[config.mk]
export PLATFORM = sky130hd
export DESIGN_NAME = byte_serializer
export DESIGN_NICKNAME = d
export VERILOG_FILES = /design/src/rtl/byte_serializer.sv
export SDC_FILE = /design/constraint.sdc
export NUM_CORES = 1
export LEC_CHECK = 0
export CAP_MARGIN = 40
export CORE_MARGIN = 5
export CORE_UTILIZATION = 48
export CTS_BUF_LIST = sky130_fd_sc_hd__clkbuf_8
export DETAILED_ROUTE_END_ITERATION = 8
export PLACE_DENSITY_LB_ADDON = 0.05
export SETUP_SLACK_MARGIN = 0.05
export SKIP_LAST_GASP = 1
export SLEW_MARGIN = 20
export SYNTH_ARGS = -nofsm -noshare
export SYNTH_HDL_FRONTEND = slang
export SYNTH_SLANG_ARGS = --single-unit
[constraint.sdc]
create_clock -name clk -period 1.9 [get_ports clk]
set_clock_uncertainty 0.15 [all_clocks]
set_input_delay 0.57 -clock clk [delete_from_list [all_inputs] [get_ports clk]]
set_output_delay 0.57 -clock clk [all_outputs]
set_load 0.02 [all_outputs]
[src/rtl/byte_serializer.sv]
// Byte-to-bit serializer: a byte accepted on edge N drives its first bit from N for CLKS_PER_BIT clocks.
// in_ready is high in IDLE and on the last clock of bit 7, so back-to-back bytes stream with no gap.
module byte_serializer #(
  parameter int CLKS_PER_BIT = 3,
  parameter bit MSB_FIRST    = 1'b0
) (
  input  logic       clk,
  input  logic       rst,
  input  logic [7:0] in_data,
  input  logic       in_valid,
  output logic       in_ready,
  output logic       ser_out,
  output logic       ser_valid,
  output logic       ser_last,
  output logic       busy
);

  localparam int CW = $clog2(CLKS_PER_BIT) + 1;
  localparam logic [CW-1:0] CNT_LAST = CW'(CLKS_PER_BIT - 1);

  typedef enum logic {
    IDLE  = 1'b0,
    SHIFT = 1'b1
  } state_t;

  state_t          state_q, state_d;
  logic [7:0]      shreg_q, shreg_d;
  logic [2:0]      bit_cnt_q, bit_cnt_d;
  logic [CW-1:0]   clk_cnt_q, clk_cnt_d;
  logic            bit_end;
  logic            byte_end;
  logic            take;

  always_comb begin
    state_d   = state_q;
    shreg_d   = shreg_q;
    bit_cnt_d = bit_cnt_q;
    clk_cnt_d = clk_cnt_q;

    bit_end  = (clk_cnt_q == CNT_LAST);
    byte_end = (state_q == SHIFT) && (bit_cnt_q == 3'd7) && bit_end;
    // Gating with rst keeps in_ready low for the whole reset, not just after the flops clear.
    in_ready = !rst && ((state_q == IDLE) || byte_end);
    take     = in_valid && in_ready;

    if (take) begin
      shreg_d   = in_data;
      bit_cnt_d = 3'd0;
      clk_cnt_d = '0;
      state_d   = SHIFT;
    end else if (state_q == SHIFT) begin
      if (bit_end) begin
        clk_cnt_d = '0;
        shreg_d   = MSB_FIRST ? {shreg_q[6:0], 1'b0} : {1'b0, shreg_q[7:1]};
        if (bit_cnt_q == 3'd7) begin
          bit_cnt_d = 3'd0;
          state_d   = IDLE;
        end else begin
          bit_cnt_d = bit_cnt_q + 3'd1;
        end
      end else begin
        clk_cnt_d = clk_cnt_q + 1'b1;
      end
    end
  end

  always_ff @(posedge clk or posedge rst) begin
    if (rst) begin
      state_q   <= IDLE;
      shreg_q   <= 8'h00;
      bit_cnt_q <= 3'd0;
      clk_cnt_q <= '0;
    end else begin
      state_q   <= state_d;
      shreg_q   <= shreg_d;
      bit_cnt_q <= bit_cnt_d;
      clk_cnt_q <= clk_cnt_d;
    end
  end

  assign busy      = (state_q == SHIFT);
  assign ser_valid = (state_q == SHIFT);
  assign ser_last  = (state_q == SHIFT) && (bit_cnt_q == 3'd7);
  assign ser_out   = (state_q == SHIFT) && (MSB_FIRST ? shreg_q[7] : shreg_q[0]);

endmodule

== Yosys cells after proc, flatten, opt, wreduce, memory -nomap -nowiden ==
Index checks and enable logic that the tools add are counted.

* Mux-type cells: 14
* Reductions and logical operators: 10
* Bitwise operators: 1
* $add $sub $neg: 2
* Eq/ne operators: 2

{| class="wikitable"
|+ Operator list
! operator !! count
|-
| $mux 8 || 3
|-
| $mux 3 || 7
|-
| $add 3x1->3 const B || 2
|-
| $logic_and 1x1->1 || 5
|-
| $mux 1 || 4
|-
| $reduce_bool 2->1 || 2
|-
| $eq 3x2->1 const B || 1
|-
| $eq 3x3->1 const B || 1
|-
| $reduce_and 2->1 || 1
|-
| $logic_not 1->1 || 1
|-
| $logic_or 1x1->1 || 1
|-
| $not 1->1 || 1
|}

* Output and inout bits: 5
* Logic and storage cells: 33
* Bits in registers: 15
* Bits of input ports: 11

== Logic depth before layout (Yosys ltp) ==
Gate-level depths: netlist of the first run.

* Depth after elaboration: 8
* Depth in mapped cells: 6
* Depth with buffers taken out: 5

== Worst setup path before layout of the first run ==
Ideal clock, no wire load.

* Kind: reg-to-output
* Start: register bit_cnt_q[0]
* End: output port in_ready
* Slack: -0.040 ns
* Stages on the path, launching flop included: 5
* Required time: 1.180 ns
* Path buffers: 0
* Arrival: 1.220 ns
* Path through: dfrtp_1 > ha_1 > ha_1 > nand4bb_1 > a21oi_1

* Cells in the longest elaborated chain, start to end: 5

{| class="wikitable"
|+ Ends and longest elaborated chain
! what !! RTL line !! source
|-
| start, declared || 28 || <nowiki>logic [2:0] bit_cnt_q, bit_cnt_d;</nowiki>
|-
| start signal, assigned || 76 || <nowiki>bit_cnt_q <= bit_cnt_d;</nowiki>
|-
| $eq 3x3->1 || 41 || <nowiki>byte_end = (state_q == SHIFT) && (bit_cnt_q == 3'd7) && bit_end;</nowiki>
|-
| $logic_and 1x1->1 (2 in a row) || 41 ||
|-
| $logic_or 1x1->1 || 43 || <nowiki>in_ready = !rst && ((state_q == IDLE) || byte_end);</nowiki>
|-
| $logic_and 1x1->1 || 43 ||
|-
| end, declared || 11 || <nowiki>output logic in_ready,</nowiki>
|}

Every way passes these cells.

== Worst setup path in the final report of the first run ==
Same ends and word-level chain as after synthesis.

==> results of run 1 <==
sequential cells by signal (all words and copies together) (netlist names):
register   cells
clk_cnt_q      3
bit_cnt_q      3
shreg_q        8
busy           1
worst paths after layout:
path	cells after the start	to
worst max-delay path	5	in_ready
worst min-delay path	3	clk_cnt_q[0]
worst max register to register	6	shreg_q[2]
worst min register to register	2	bit_cnt_q[1]
max in group asynchronous	4	shreg_q[1]
min in group clk	2	bit_cnt_q[1]
cells by family after synthesis:
logic type	synth area share [%]
AO/OA/AOI/OAI	3.80
adder cells (fa/ha/maj)	2.92
buffers and inverters	4.38
flip-flops	43.8
multiplexers	27.9
AND/OR/NAND/NOR	17.2
where the power goes:
group | internal, mW | switching (mW) | leakage, nW
logic | 0.557 | 0.314 | 0.414
clock network | 0.143 | 0.104 | 0.0269
registers | 0.456 | 0.0869 | 0.188
repair_timing:
| item | 4_1_cts | 5_1_grt |
|---|---|---|
| pin swaps | 5 | 4 |
| endpoints found under the setup margin | 13 | 11 |
| endpoints found under the hold margin | 0 | 0 |
| hold buffers | 0 | 0 |
| buffers inserted | 7 | 2 |
| resized for setup | 34 | 1 |
| gates cloned | 1 | 0 |
per-layer routing:
metal / vias up / global-route usage (%)
met4: 0 / 3.83
met1: 307 / 17.0
li1: 311 / -
met3: 0 / 3.70
met5: - / 0
met2: 17 / 27.4
cell usage in the layout (no fill, tap or decap), types with 2 or more instances in the layout:
master	count
buf_4	18
mux2_4	15
dfrtp_1	14
clkdlybuf4s50_1	9
nand2_1	5
mux2i_1	4
buf_6	4
nand3b_1	3
nor2_1	3
clkbuf_8	3
dlygate4sd2_1	3
inv_1	2
nand2b_1	2
nor2b_1	2
o21ai_0	2
a21oi_1	2
stage by stage:
step | total power [mW] | instance area, sq um | TNS, ns | setup WS (ns) | cells
2_1_floorplan | 0.996 | 862 | 0 | 0.0508 | 69
3_5_place_dp | 1.23 | 1110 | -4.75 | -0.549 | 118
3_3_place_gp | 1.19 | 1110 | -4.40 | -0.530 | 118
6_report | 1.66 | 1270 | -0.278 | -0.198 | 129
4_1_cts | 1.67 | 1270 | -0.301 | -0.199 | 129
5_1_grt | 1.77 | 1270 | -0.528 | -0.262 | 129
cell type report:
type | count | area (sq um) | share of cell area (%)
Clock buffer | 3 | 41.3 | 3.25
Clock inverter | 1 | 3.75 | 0.295
Inverter | 1 | 3.75 | 0.295
Multi-Input combinational cell | 49 | 507 | 39.9
Sequential cell | 15 | 377 | 29.6
Tap cell | 25 | 31.3 | 2.46
Timing Repair Buffer | 35 | 308 | 24.2
worst max-delay path, stage by stage, from the launching register on:
cell and delay [ns]:
dfrtp_1 0.37, ha_2 0.20, ha_4 0.13, nand4bb_1 0.14
a21oi_2 0.14, buf_4 0.15
==> qor.txt, run 1 <==
Number of global-route vias before repair -> 682
M1 WL -> 787 um
Iteration-0 DRC Markers -> 12
CTS max path bufs -> 2
PwrDens -> 1310 mW/mm^2
Gp weighted congestion -> 0.782
Syn Inst Count -> 69
Outcome -> complete, but fails checks
Final hold vios -> 0
Clock sink total -> 15
Sequential fraction of the synthesis area -> 43.8%
Pin count of the biggest net entering global routing -> 10
Setup Viol. Count Final -> 2
Post-synth top area cell -> dfrtp_1
Drt first pass iters -> 4
Unrepaired setup endpoints after global routing -> yes
Site Rows -> 15
Via Count -> 635
Routed met3 length -> 78 um
Slew headroom -> 82.0%
Post-Syn Area -> 857 sq um
Max-Cap Viols -> 0
Critical Path Source -> bit_cnt_q[0]
Most frequent cell after synthesis -> dfrtp_1
I/O pin total -> 16
Synth cell types -> 23
Routed vias/inst -> 4.92
Setup crit start kind -> flop
CTS root buffer -> clkbuf_8
Final Max Tran Viols -> 0
H-tree depth -> 1
Share of cells above drive strength 1 -> 48.1%
Area Overhead vs Synth -> 48.3%
Main synth FF type -> dfrtp_1
Fill cells -> 127
Slew @ Worst Pin -> 0.269 ns
FF-to-FF setup slack -> 0.03 ns
Final hold slack -> 0.389 ns
Top Layer Used -> met3
First-pass GRT wire length -> 2970 um
Ant diodes -> 0
Post-route setup slack -> -0.198 ns
# DRC -> 0
Initial antenna violation count -> 0
Reg2reg start -> bit_cnt_q[0]
Fin util -> 74.4%
Post-Syn Area per Cell -> 12.4 sq um
Routed len/inst -> 14.0 um
Critical Path End Type -> output port
Core area -> 0.00171 sq mm
Die W -> 52.3 um
Worst min-delay path class -> in2async
Synth warnings -> 0
Crit path max fanout -> 3
Initial Utilization -> 50.2%
CTS Buf Count -> 3
Met2 wire length -> 945 um
Ys async rst share -> 100%
Clock-pin slew on the worst setup and hold paths -> 0.06 ns
Violated checks -> negative setup slack
Die Y-Extent -> 52.3 um
Die Area -> 0.00273 sq mm
GRT Util Overall -> 14.9%
Area share of the largest cell type after synthesis -> 43.8%
Pleak -> 0.629 nW
Synth top area cells -> dfrtp_1 44%, mux2_4 14%, mux2_1 6.6%, mux2i_1 4.7%, ha_1 2.9%
Fin crit period -> 2.10 ns
Arr. time, crit path -> 1.38 ns
Max VDD drop -> 811 uV
# port buffers -> 15
Routed Antenna Nets -> 0
Fmax -> 477 MHz
Remaining global-route overflow -> 0
Crit path required time -> 1.18 ns
Post-layout net count -> 118
Post-synth EDFFs -> 0
CP Class -> reg2out
Yosys reg bits -> 15
Routed wire length -> 1810 um
Synth Net Count -> 82
Worst-Skew Late Latency -> 0.24 ns
Final period util -> 110%
Top cells by count, synth -> 15 x dfrtp_1, 8 x mux2_4, 5 x mux2_1, 5 x nand2_1, 4 x mux2i_1
Post-DP HPWL -> 1240 um
CTS tree -> built
Power figures use the tool's default switching activity.
==> inputs of run 2 (changes only) <==
--- a/config.mk
+++ b/config.mk
@@ -11,7 +11,6 @@
 export CTS_BUF_LIST = sky130_fd_sc_hd__clkbuf_8
 export DETAILED_ROUTE_END_ITERATION = 8
 export PLACE_DENSITY_LB_ADDON = 0.05
-export SETUP_SLACK_MARGIN = 0.05
 export SKIP_LAST_GASP = 1
 export SLEW_MARGIN = 20
 export SYNTH_ARGS = -nofsm -noshare
==> qor.txt, run 2 (same netlist as run 1, synthesis figures left out) <==
Slew @ Worst Pin -> 0.272 ns
Pleak -> 0.633 nW
Number of global-route vias before repair -> 651
Crit path max fanout -> 3
Final hold vios -> 0
# DRC -> 0
Routed wire length -> 1860 um
Outcome -> complete, but fails checks
Area Overhead vs Synth -> 48.8%
Top Layer Used -> met3
Share of cells above drive strength 1 -> 47.6%
Delay-heaviest family, CP -> flip-flops
Crit path buf inv count -> 1
CTS max path bufs -> 2
Routed Antenna Nets -> 0
Initial antenna violation count -> 0
Die Y-Extent -> 52.3 um
Die W -> 52.3 um
Dpl cells -> 118
Met2 wire length -> 990 um
Slowest CP cell -> dfrtp_1
I/O pin total -> 16
Routed met3 length -> 76 um
Setup Viol. Count Final -> 2
Top reg by flops -> shreg_q
Post-DP Area -> 0.00111 sq mm
Core area -> 0.00171 sq mm
Setup crit start kind -> flop
Clock-pin slew on the worst setup and hold paths -> 0.06 ns
First-pass GRT wire length -> 2740 um
Max-Cap Viols -> 0
Crit path required time -> 1.18 ns
Post-DP HPWL -> 1240 um
Site Rows -> 15
CTS Buf Count -> 3
Arr. time, crit path -> 1.37 ns
CTS root buffer -> clkbuf_8
# port buffers -> 15
CP Class -> reg2out
Max reg flops -> 8
Final Max Tran Viols -> 0
Final period util -> 110%
Routed vias/inst -> 5.03
Max VDD drop -> 830 uV
Final Non-Filler Cells -> 130
H-tree depth -> 1
Routed len/inst -> 14.3 um
CTS tree -> built
Commonest non-fill, non-tap cells in the layout -> 19 x buf_4, 14 x mux2_4, 14 x dfrtp_1
GRT Util Overall -> 13.7%
Via Count -> 654
Iteration-0 DRC Markers -> 7
Setup TNS -> -0.273 ns
Ant diodes -> 0
Slew headroom -> 81.8%
Top flop regs -> shreg_q (8), bit_cnt_q (3), clk_cnt_q (3)
Remaining global-route overflow -> 0
Fmax -> 477 MHz
Cts hold-fix bufs -> 0
Post-layout net count -> 119
Pin count of the biggest net entering global routing -> 10
Final Instance Area -> 0.00127 sq mm
Commonest non-fill, non-tap cell in the layout -> buf_4
Worst min-delay path class -> reg2reg
M1 WL -> 789 um
Unrepaired setup endpoints after global routing -> yes
Worst-Skew Late Latency -> 0.24 ns
Gp weighted congestion -> 0.782
Drt first pass iters -> 4
Worst slack, placed -> -0.549 ns
Critical Path End Type -> output port
Violated checks -> negative setup slack
Initial Utilization -> 50.2%
Die Area -> 0.00273 sq mm
CP Cell Sequence -> ha_2 -> ha_4 -> nand4bb_1 -> a21oi_2 -> buf_4
Post-route setup slack -> -0.195 ns
Clock sink total -> 15
PwrDens -> 1310 mW/mm^2
Fin crit period -> 2.09 ns
Max stage delay on crit path -> 0.37 ns
run 2: layout make-up:
type | count | area [sq um]
fill | 131 | 433
timing repair buffer | 36 | 315
sequential | 15 | 377
tap | 25 | 31.3
multi-input combinational | 49 | 503
clock inverter | 1 | 3.75
clock buffer | 3 | 41.3
inverter | 1 | 3.75
run 2: timing repair:
item	CTS	global route
endpoints found under the setup margin	13	11
cloned	0	1
pin swaps	3	4
buffers inserted	1	7
endpoints found under the hold margin	0	0
resized for setup	21	11
run 2: final timing paths:
path                               from  slack [ns]           end  cells after the start
max                        bit_cnt_q[0]       -0.19      in_ready                      5
min in group asynchronous           rst        0.59  clk_cnt_q[2]                      3
min reg2reg                bit_cnt_q[1]        0.41  bit_cnt_q[1]                      2
max reg2reg                clk_cnt_q[2]        0.03    shreg_q[5]                      5
min                        bit_cnt_q[1]        0.41  bit_cnt_q[1]                      2
max in group asynchronous           rst        0.64    shreg_q[3]                      4
run 2: layer usage:
metal / global-route usage [%] / vias to the layer above
li1: - / 313
met1: 16.1 / 324
met2: 24.3 / 17
met3: 3.70 / 0
met4: 3.83 / 0
met5: 0 / -
run 2: metrics by stage:
step / util, % / hold slack [ns] / total power [mW]
floorplan: - / 0.321 / 0.996
global placement: 64.8 / 0.366 / 1.19
detailed placement: 64.8 / 0.374 / 1.23
CTS: 69.6 / 0.415 / 1.51
global route: 74.7 / 0.444 / 1.78
finish: 74.7 / 0.413 / 1.67
run 2: worst min-delay path: cells and delay by family, from the launching register on:
kind / cells / cell delay, ns
flops: 1 / 0.38
compound gates: 1 / 0.06
simple gates: 1 / 0.08
run 2: report_power, final:
| group | internal [mW] | switching [mW] | total [mW] |
|---|---|---|---|
| sequential | 0.457 | 0.0879 | 0.544 |
| combinational | 0.568 | 0.315 | 0.883 |
| clock | 0.143 | 0.105 | 0.248 |
==> inputs of run 3 (changes only) <==
==> constraint.sdc (replaced) <==
create_clock -name clk -period 1.9 [get_ports clk]
set_clock_uncertainty 0.15 [all_clocks]
set_input_delay 0.38 -clock clk [delete_from_list [all_inputs] [get_ports clk]]
set_output_delay 0.38 -clock clk [all_outputs]
set_load 0.02 [all_outputs]
==> qor.txt, run 3 (same netlist as run 1, synthesis figures left out) <==
Die Area -> 0.00273 sq mm
Share of cells above drive strength 1 -> 38.1%
Slowest CP cell -> dfrtp_1
Slew headroom -> 82.5%
Final hold vios -> 0
Fill cells -> 118
Pwr Total -> 1.53 mW
Post-layout net count -> 111
Routed met3 length -> 64 um
Worst-Skew Late Latency -> 0.25 ns
Post-DP HPWL -> 1090 um
Post-route setup slack -> 0.00173 ns
Routed len/inst -> 12.9 um
Top flop regs -> shreg_q (8), bit_cnt_q (3), clk_cnt_q (3)
H-tree depth -> 1
Area Overhead vs Synth -> 40.9%
I/O pin total -> 16
Slew @ Worst Pin -> 0.263 ns
Via Count -> 597
Unrepaired setup endpoints after global routing -> yes
Setup crit start kind -> flop
Clock sink total -> 15
Fin crit period -> 1.90 ns
Routed vias/inst -> 4.89
Clock-pin slew on the worst setup and hold paths -> 0.06 ns
Core area -> 0.00171 sq mm
Outcome -> finished clean
CTS max path bufs -> 2
Drt first pass iters -> 4
Cts hold-fix bufs -> 0
Ant diodes -> 0
CTS Buf Count -> 3
Routed wire length -> 1570 um
Die W -> 52.3 um
Critical Path End Type -> output port
Commonest non-fill, non-tap cell in the layout -> dfrtp_1
Pin count of the biggest net entering global routing -> 16
Commonest non-fill, non-tap cells in the layout -> 14 x dfrtp_1, 11 x buf_4, 10 x clkdlybuf4s50_1
Number of global-route vias before repair -> 627
Top Layer Used -> met4
Crit-path most repeated cell -> buf_6
Top reg by flops -> shreg_q
Gp weighted congestion -> 0.788
Setup Viol. Count Final -> 0
Worst slack, placed -> -0.207 ns
Fmax -> 527 MHz
First-pass GRT wire length -> 2730 um
Pleak -> 0.589 nW
Die Y-Extent -> 52.3 um
Max stage delay on crit path -> 0.38 ns
# port buffers -> 15
Max VDD drop -> 805 uV
# DRC -> 0
Sw Pwr -> 0.465 mW
Net Sw Frac -> 30.3%
Initial antenna violation count -> 0
Pint -> 1.07 mW
Seq pwr share -> 34.9%
Routed Antenna Nets -> 0
Crit path max fanout -> 3
Site Rows -> 15
Max-Cap Viols -> 0
Crit path required time -> 1.37 ns
M1 WL -> 769 um
CP Cell Sequence -> ha_2 -> ha_4 -> buf_6 -> and2_4 -> buf_6
Clk pwr share -> 16.3%
CTS root buffer -> clkbuf_8
Arr. time, crit path -> 1.37 ns
Met2 wire length -> 702 um
Initial Utilization -> 50.2%
Max reg flops -> 8
Remaining global-route overflow -> 0
Worst min-delay path class -> in2async
GRT Util Overall -> 13.8%
CP Class -> reg2out
PwrDens -> 1270 mW/mm^2
Final period util -> 99.9%
Iteration-0 DRC Markers -> 5
Final Max Tran Viols -> 0
CTS tree -> built
Comb power frac -> 48.8%
## run 3: what timing repair did
action                     4_1_cts  5_1_grt
gates resized for setup         16        9
setup endpoints to repair       11       12
hold endpoints to repair         0        0
pin swaps                        1        2
gates cloned                     0        0
buffers inserted                 0        2
## run 3: metal layers
metal | vias to the layer above | track usage, %
li1 | 295 | -
met1 | 282 | 18.0
met2 | 16 | 21.5
met3 | 4 | 2.56
met4 | 0 | 7.66
met5 | - | 0
## run 3: final timing paths
path / startpoint / endpoint / slack [ns] / cells past startpoint
min reg2reg: bit_cnt_q[1] / bit_cnt_q[1] / 0.40 / 2
min: rst / bit_cnt_q[0] / 0.36 / 3
max reg2reg: clk_cnt_q[2] / shreg_q[5] / 0.05 / 5
max in group asynchronous: rst / busy / 1.04 / 3
min in group clk: bit_cnt_q[1] / bit_cnt_q[1] / 0.40 / 2
max: bit_cnt_q[0] / ser_last / 0.002 / 5
## run 3: worst max-delay path, delay by kind of cell, from the launching register on
family / cells / cell delay (ns)
flip-flops: 1 / 0.38
adder cells (fa/ha/maj): 2 / 0.37
buffers and inverters: 2 / 0.23
AND/OR/NAND/NOR: 1 / 0.14
## run 3: area by class of cell
cell class                 count  area, sq um  area share, %
inverter                       1         3.75          0.311
timing repair buffer          28          262           21.7
multi-input combinational     49          489           40.5
sequential                    15          377           31.2
clock buffer                   3         41.3           3.42
tap                           25         31.3           2.59
clock inverter                 1         3.75          0.311
## run 3: stage by stage
| step | hold slack [ns] | cell area, sq um | std cells | TNS, ns | utilization (%) |
|---|---|---|---|---|---|
| global route | 0.408 | 1210 | 122 | -0.0693 | 70.7 |
| finish | 0.364 | 1210 | 122 | 0 | 70.7 |
| floorplan | 0.131 | 858 | 69 | 0 | - |
| global placement | 0.369 | 1090 | 116 | -1.26 | 63.7 |
| CTS | 0.343 | 1150 | 120 | -0.0541 | 67.2 |
| detailed placement | 0.396 | 1090 | 116 | -1.57 | 63.7 |
## run 3: power groups by stage
stage / combinational, mW / sequential (mW) / clock (mW)
5_1_grt: 0.828 / 0.551 / 0.270
4_1_cts: 0.695 / 0.532 / 0.259
6_report: 0.749 / 0.536 / 0.250
3_3_place_gp: 0.664 / 0.529 / 0
2_1_floorplan: 0.447 / 0.549 / 0
3_5_place_dp: 0.677 / 0.533 / 0
